$ cat src/rtl/fifo_dispatcher_if.sv
// Read-side FIFO port plus the four downstream write ports of the dispatcher.
// The slave modport is the dispatcher; the master modport is the surrounding FIFO/sink logic.
interface fifo_dispatcher_if #(
  parameter int WORD_SIZE = 10,
  parameter int DATA_SIZE = 8,
  parameter int NUM_DEST  = 4
);
  logic                 fifo_empty;
  logic                 fifo_error;
  logic [WORD_SIZE-1:0] fifo_data_out;
  logic                 fifo_rd;
  logic [NUM_DEST-1:0]  dest_almost_full;
  logic [NUM_DEST-1:0]  dest_wr;
  logic [DATA_SIZE-1:0] dest_data;

  modport slave (
    input  fifo_empty,
    input  fifo_error,
    input  fifo_data_out,
    input  dest_almost_full,
    output fifo_rd,
    output dest_wr,
    output dest_data
  );

  modport master (
    output fifo_empty,
    output fifo_error,
    output fifo_data_out,
    output dest_almost_full,
    input  fifo_rd,
    input  dest_wr,
    input  dest_data
  );
endinterface

$ cat src/rtl/fifo_dispatcher.sv
// Drains 10-bit FIFO words and routes the 8-bit payload to one of four ports chosen by bits [9:8],
// honouring per-port almost_full, counting deliveries and keeping a sticky error flag.
module fifo_dispatcher #(
  parameter int WORD_SIZE = 10,
  parameter int DATA_SIZE = 8,
  parameter int NUM_DEST  = 4
) (
  input  logic                clk,
  input  logic                reset,
  input  logic                enable,
  fifo_dispatcher_if.slave    bus,
  output logic                busy,
  output logic [7:0]          dispatch_count,
  output logic                error
);

  typedef enum logic [1:0] {
    IDLE    = 2'd0,
    POP     = 2'd1,
    CAPTURE = 2'd2,
    SEND    = 2'd3
  } state_e;

  state_e               state_q, state_d;
  logic [WORD_SIZE-1:0] word_q, word_d;
  logic [7:0]           count_q, count_d;
  logic                 fifo_rd_q, fifo_rd_d;
  logic                 busy_q, busy_d;
  logic                 error_q, error_d;
  logic                 start_s;
  logic                 dest_ready_s;
  logic [1:0]           dest_s;
  logic [NUM_DEST-1:0]  dest_wr_s;

  function automatic logic [NUM_DEST-1:0] onehot(input logic [1:0] idx);
    logic [NUM_DEST-1:0] vec;
    vec      = {NUM_DEST{1'b0}};
    vec[idx] = 1'b1;
    return vec;
  endfunction

  // Next-state, datapath and output-register inputs.
  always_comb begin
    dest_s       = word_q[WORD_SIZE-1 -: 2];
    // Destination is unknown before the read, so starting requires every port to be ready.
    start_s      = enable && !bus.fifo_empty && (bus.dest_almost_full == {NUM_DEST{1'b0}});
    dest_ready_s = !bus.dest_almost_full[dest_s];
    state_d      = state_q;
    word_d       = word_q;
    count_d      = count_q;
    error_d      = error_q | bus.fifo_error | ((state_q == POP) && bus.fifo_empty);
    if ((state_q == SEND) && dest_ready_s) begin
      dest_wr_s = onehot(dest_s);
    end else begin
      dest_wr_s = {NUM_DEST{1'b0}};
    end
    case (state_q)
      IDLE: begin
        if (start_s) begin
          state_d = POP;
        end else begin
          state_d = IDLE;
        end
      end
      POP: state_d = CAPTURE;
      CAPTURE: begin
        word_d  = bus.fifo_data_out;
        state_d = SEND;
      end
      SEND: begin
        if (dest_ready_s) begin
          count_d = count_q + 8'd1;
          state_d = start_s ? POP : IDLE;
        end else begin
          state_d = SEND;
        end
      end
      default: state_d = IDLE;
    endcase
    fifo_rd_d = (state_d == POP);
    busy_d    = (state_d != IDLE);
  end

  // State and registered outputs; reset drops any in-flight word.
  always_ff @(posedge clk or negedge reset) begin
    if (!reset) begin
      state_q   <= IDLE;
      word_q    <= {WORD_SIZE{1'b0}};
      count_q   <= 8'd0;
      fifo_rd_q <= 1'b0;
      busy_q    <= 1'b0;
      error_q   <= 1'b0;
    end else begin
      state_q   <= state_d;
      word_q    <= word_d;
      count_q   <= count_d;
      fifo_rd_q <= fifo_rd_d;
      busy_q    <= busy_d;
      error_q   <= error_d;
    end
  end

  assign bus.fifo_rd     = fifo_rd_q;
  assign bus.dest_wr     = dest_wr_s;
  assign bus.dest_data   = word_q[DATA_SIZE-1:0];
  assign busy            = busy_q;
  assign dispatch_count  = count_q;
  assign error           = error_q;

endmodule

$ cat src/flat_wrapper.sv
// flat-port wrapper written by rule: the top's interface ports become plain ports
module fifo_dispatcher_flat 
#(
  parameter int WORD_SIZE = 10,
  parameter int DATA_SIZE = 8,
  parameter int NUM_DEST  = 4
)
  (clk, reset, enable, busy, dispatch_count, error, bus_fifo_empty, bus_fifo_error, bus_fifo_data_out, bus_dest_almost_full, bus_fifo_rd, bus_dest_wr, bus_dest_data);
  fifo_dispatcher_if #(.WORD_SIZE(WORD_SIZE), .DATA_SIZE(DATA_SIZE), .NUM_DEST(NUM_DEST)) bus_i ();
  input  logic clk;
  input  logic reset;
  input  logic enable;
  output logic busy;
  output logic [7:0] dispatch_count;
  output logic error;
  input wire logic [$bits(bus_i.fifo_empty)-1:0] bus_fifo_empty;
  input wire logic [$bits(bus_i.fifo_error)-1:0] bus_fifo_error;
  input wire logic [$bits(bus_i.fifo_data_out)-1:0] bus_fifo_data_out;
  input wire logic [$bits(bus_i.dest_almost_full)-1:0] bus_dest_almost_full;
  output wire logic [$bits(bus_i.fifo_rd)-1:0] bus_fifo_rd;
  output wire logic [$bits(bus_i.dest_wr)-1:0] bus_dest_wr;
  output wire logic [$bits(bus_i.dest_data)-1:0] bus_dest_data;
  assign bus_i.fifo_empty = bus_fifo_empty;
  assign bus_i.fifo_error = bus_fifo_error;
  assign bus_i.fifo_data_out = bus_fifo_data_out;
  assign bus_i.dest_almost_full = bus_dest_almost_full;
  assign bus_fifo_rd = bus_i.fifo_rd;
  assign bus_dest_wr = bus_i.dest_wr;
  assign bus_dest_data = bus_i.dest_data;
  fifo_dispatcher #(.WORD_SIZE(WORD_SIZE), .DATA_SIZE(DATA_SIZE), .NUM_DEST(NUM_DEST)) u_core (.clk(clk), .reset(reset), .enable(enable), .bus(bus_i), .busy(busy), .dispatch_count(dispatch_count), .error(error));
endmodule
$ cat config.mk
export PLATFORM = sky130hd
export DESIGN_NAME = fifo_dispatcher_flat
export DESIGN_NICKNAME = d
export VERILOG_FILES = /design/src/rtl/fifo_dispatcher_if.sv /design/src/rtl/fifo_dispatcher.sv /design/src/flat_wrapper.sv
export SDC_FILE = /design/constraint.sdc
export NUM_CORES = 1
export LEC_CHECK = 0
export ABC_AREA = 1
export CORE_MARGIN = 3
export CORE_UTILIZATION = 40
export DETAILED_ROUTE_END_ITERATION = 10
export GPL_TIMING_DRIVEN = 0
export HOLD_SLACK_MARGIN = 0.02
export PLACE_DENSITY = 0.75
export SLEW_MARGIN = 15
export SYNTH_ARGS = -nofsm -noshare
export SYNTH_HDL_FRONTEND = slang
export SYNTH_SLANG_ARGS = --single-unit
$ cat constraint.sdc
create_clock -name clk -period 1.23 [get_ports clk]
set_input_delay 0.246 -clock clk [delete_from_list [all_inputs] [get_ports clk]]
set_output_delay 0.246 -clock clk [all_outputs]
set_load 0.01 [all_outputs]
## After elaboration in Yosys (flattened, before gate mapping)

Cells that the tools add are included.

| cells by class | value |
|---|---|
| add/sub/neg operators | 1 |
| multiplexer cells | 8 |
| equality and inequality tests | 4 |
| reductions and logical operators | 11 |
| bitwise gates (word level) | 3 |
| $lt $le $gt $ge | 2 |

Operators by type and width:

| operator | number |
|---|---|
| $add 8x1->8 const B | 1 |
| $pmux 2 s4 | 1 |
| $logic_and 1x1->1 | 5 |
| $eq 2x1->1 const B | 2 |
| $eq 2x2->1 const B | 2 |
| $logic_not 4->1 | 1 |
| $mux 4 | 1 |
| $lt 2x3->1 const B | 1 |
| $mux 1 | 3 |
| $bmux 1 s2 | 1 |
| $demux 1 s2 | 1 |
| $ge 2x1->1 const B | 1 |
| $logic_not 1->1 | 2 |
| $logic_not 2->1 | 1 |
| $mux 2 | 1 |
| $or 1x1->1 | 2 |
| $reduce_and 2->1 | 1 |
| $reduce_bool 2->1 | 1 |
| $not 1->1 | 1 |

| word-level totals | value |
|---|---|
| register bits after elaboration | 23 |
| logic and storage cells | 35 |
| input bits | 19 |
| output and inout bits | 23 |

## Logic depth before layout (Yosys ltp)

| depth | value |
|---|---|
| depth in word-level cells | 7 |
| depth in mapped cells | 8 |
| gate-level depth less buffers | 8 |

## Least setup slack after synthesis

OpenSTA, ideal clock, no wires.

| timing path | value |
|---|---|
| path kind | reg2out |
| start | register u_core.word_q[8] |
| end | output port bus_dest_wr[0] |
| setup slack | -0.121 ns |
| data required time | 0.984 ns |
| cell stages (with the launch flop) | 8 |
| path buffers | 1 |
| arrival time | 1.105 ns |
| path through | dfrtp_1 -> inv_2 -> nand3_2 -> nand2_2 -> nor2_4 -> nand2_4 -> buf_6 -> nor2_2 |

| between the ends | value |
|---|---|
| word-level cells in the longest chain between the ends | 5 |

Ends and longest elaborated chain:

| item | RTL line | text |
|---|---|---|
| start: declaration | fifo_dispatcher.sv:25 | `logic [WORD_SIZE-1:0] word_q, word_d;` |
| start signal: assignment | fifo_dispatcher.sv:88 | `word_q <= {WORD_SIZE{1'b0}};` |
| start signal: assignment | fifo_dispatcher.sv:95 | `word_q <= word_d;` |
| $lt 2x3->1 (not written as such) (tied with other cells) | fifo_dispatcher.sv:38 | `vec[idx] = 1'b1;` |
| $logic_and 1x1->1 (not written as such) or $mux 1 (tied branches) | fifo_dispatcher.sv:38, fifo_dispatcher.sv:47 |  |
| $mux 1 (not written as such) or $logic_not 1->1 (tied branches) | fifo_dispatcher.sv:38, fifo_dispatcher.sv:47 |  |
| $demux 1 s2 or $logic_and 1x1->1 (tied branches) | - |  |
| $mux 4 (*) | fifo_dispatcher.sv:52 | `if ((state_q == SEND) && dest_ready_s) begin` |
| end: declaration | flat_wrapper.sv:21 | `output wire logic [$bits(bus_i.dest_wr)-1:0] bus_dest_wr;` |

Every way passes the cells marked *; elsewhere a longest branch is shown, timed or not. The select of a mux whose other input is x is not followed.

## Worst setup path after layout

| timing path | value |
|---|---|
| start | register u_core.word_q[9] |
| end | output port bus_dest_wr[2] |

The elaborated chain is that of the path after synthesis.

==> flow_metrics.tcl <==
set metrics [dict create \
    outcome "finished, violations left" \
    violations "setup timing" \
    critPathMaxStageDelay_ps 480 \
    portBuffers 41 \
    dr.pass1.iters 4 \
    initial_core_util_pct 43.4 \
    dieWidth_microns 61.6 \
    ctsHtreeMaxLevel 1 \
    grt_overflow 0 \
    crit_fanout 6 \
    fin_ws_ps -420 \
    period_share_pct 134 \
    final_common_cell "nand2_1" \
    cts_tree "yes" \
    dieArea_sq_um 3800 \
    ys_ff_latch 23 \
    path_cells "nand3_2, nand2_2, nor2_4, nand2_4, nor2_2, buf_2" \
    root_buffer "clkbuf_4" \
    hold_class "input port to async pin" \
    final_util_pct 65.1 \
    rsz0062_at_grt "true" \
    cp-end-kind "output pin" \
    vias 1304 \
    instances_no_fill 258 \
    worstReg2RegStart "u_core.word_q[8]" \
    grt_pass1_vias 1305 \
    path_clk_slew_ps 120 \
    avgSynthCellArea_sq_um 7.55 \
    wl_per_cell_microns 12.1 \
    clk_path_buf_depth 2 \
    drcViolationCount 0 \
    drv_slew 0 \
    dpl.hpwl_mm 2.14 \
    arrival_ps 1400 \
    cp.required_ps 980 \
    syn_area_sq_um 1240 \
    ff2ff_setup_slack_ps -150 \
    clock_skew_ps 1.81 \
    synth_warnings 0 \
    layout.cells.most_common_list "nand2_1, buf_4, dfrtp_1" \
    r2r-end "u_core.bus.fifo_rd" \
    p_leak_nw 0.992 \
    fillers 266 \
    first_iter_violations 35 \
    core-area_sq_um 2850 \
    routed_wl_mm 3.12 \
    hold_ws_ps 211 \
    rows 19 \
    ir_drop_mv 1.29 \
    ys_seq_area_share_pct 46.5 \
    syn_inst 164 \
    cpLargestDelayFamily "flip-flops" \
    clock-sinks 23 \
    finalHoldViolations 0 \
    placed_cells 236 \
    place.gp.congestion 0.827 \
    ant_nets 0 \
    maxSlewHeadroom_pct 32.0 \
    path_class "register to output pin" \
    drive_gt1_share_pct 34.4 \
    antennaDiodeCount 0 \
    grt_max_degree 24 \
    finalSetupViolCount 15 \
    num_io_pins 42 \
    period_needed_ps 1650 \
    synth.distinct_cells 21 \
    antenna_found_initial 0 \
    p_total_w 0.00408 \
    worst_setup_path_start_kind "register" \
    synth_nets 184 \
    cap_violations 0 \
    grt_pass1_wl_mm 5.44 \
    p_per_area_nw_per_um2 2190 \
    clock_latency_ps 310 \
    crit_path_top_delay_cell "dfrtp_2" \
    nets 248 \
    routed_via_density 5.05 \
    die_h_microns 61.6 \
    areaGrowthSynthToFinish_pct 50.2 \
    track_usage_pct 19.2 \
    reg2reg_depth 8 \
    fmax_ghz 0.606 \
    tightest_slew_ps 1020 \
    cts_buffers 3 \
    cp_num_buf_inv 1 \
]
through the flow:
stage               setup TNS [ps]  setup WS [ps]  cell area [sq um]
floorplan                     -485           -121               1240
global placement            -13170           -910               1690
detailed placement          -14080           -950               1690
CTS                          -2380           -449               1840
global route                 -4240           -528               1860
finish                       -2820           -420               1860
how the worst max path moves through the flow:
stage	depth (start not counted)	endpoint	start	slack, ps
global route	5	bus_dest_wr[2]	u_core.state_q[0]	-530
CTS	7	bus_dest_wr[2]	u_core.word_q[8]	-450
finish	6	bus_dest_wr[2]	u_core.word_q[9]	-420
global placement	8	bus_dest_wr[1]	bus_dest_almost_full[3]	-910
floorplan	7	bus_dest_wr[0]	u_core.word_q[8]	-120
detailed placement	8	bus_dest_wr[2]	bus_dest_almost_full[3]	-950
area by class of cell:
class	count	area, sq um	share of cell area (%)
plain buffers	2	15.0	0.808
inverters	12	51.3	2.76
flip-flops and latches	23	579	31.2
multi-input cells	119	587	31.6
repair buffers	67	561	30.2
clock buffers	4	26.3	1.41
well taps	31	38.8	2.09
metal layers:
metal  routed length (microns)  global-route usage [%]
met2                      1690                    36.9
met1                      1210                    20.8
met5                         0                       0
met4                        27                    4.85
met3                       195                    4.61
cell families (layout without fill, tap and decap cells):
kind of cell | after synthesis | count (layout) | share of synthesized area, %
buffers and inverters | 22 | 85 | 9.81
xor gates and xnor gates | 1 | 1 | 0.708
AOI/OAI and AO/OA | 6 | 6 | 2.43
adders and majority gates | 1 | 1 | 1.01
and+or+nand+nor | 111 | 111 | 39.5
DFF | 23 | 23 | 46.5
power by group:
part | switching (W) | internal, W | leakage (nW)
Sequential | 0.000244 | 0.00104 | 0.283
Clock | 0.000224 | 0.000127 | 0.0150
Combinational | 0.00123 | 0.00121 | 0.694
cell usage after synthesis:
cell       n  share of area, %
a21oi_1    1              0.40
buf_2      1              0.40
buf_4      8               4.9
buf_6      1              0.91
clkinv_1   1              0.30
dfrtp_1   23                47
ha_1       1               1.0
inv_1      9               2.7
inv_2      2              0.61
nand2_1   77                23
nand2_2    1              0.51
nand2_4    1              0.91
nand3_1   12               4.9
nand3_2    2               1.6
nand3b_1   4               2.4
nand4_1    1              0.51
nor2_1     8               2.4
nor2_2     4               2.0
nor2_4     1              0.91
o21ai_0    5               2.0
xor2_1     1              0.71
state kept, by name, summed over array words and instances, names as in the netlist:
| register | flops |
|---|---|
| u_core.state_q | 2 |
| u_core.busy | 1 |
| u_core.error | 1 |
| u_core.bus.fifo_rd | 1 |
| u_core.dispatch_count | 8 |
| u_core.word_q | 10 |
repair_timing:
item                       4_1_cts  5_1_grt
buffers inserted                22        4
hold endpoints to repair         0        0
hold buffers                     0        0
pin swaps                        6        4
setup endpoints to repair       40       44
gates resized for setup         81       30
Power figures use the tool's default switching activity.
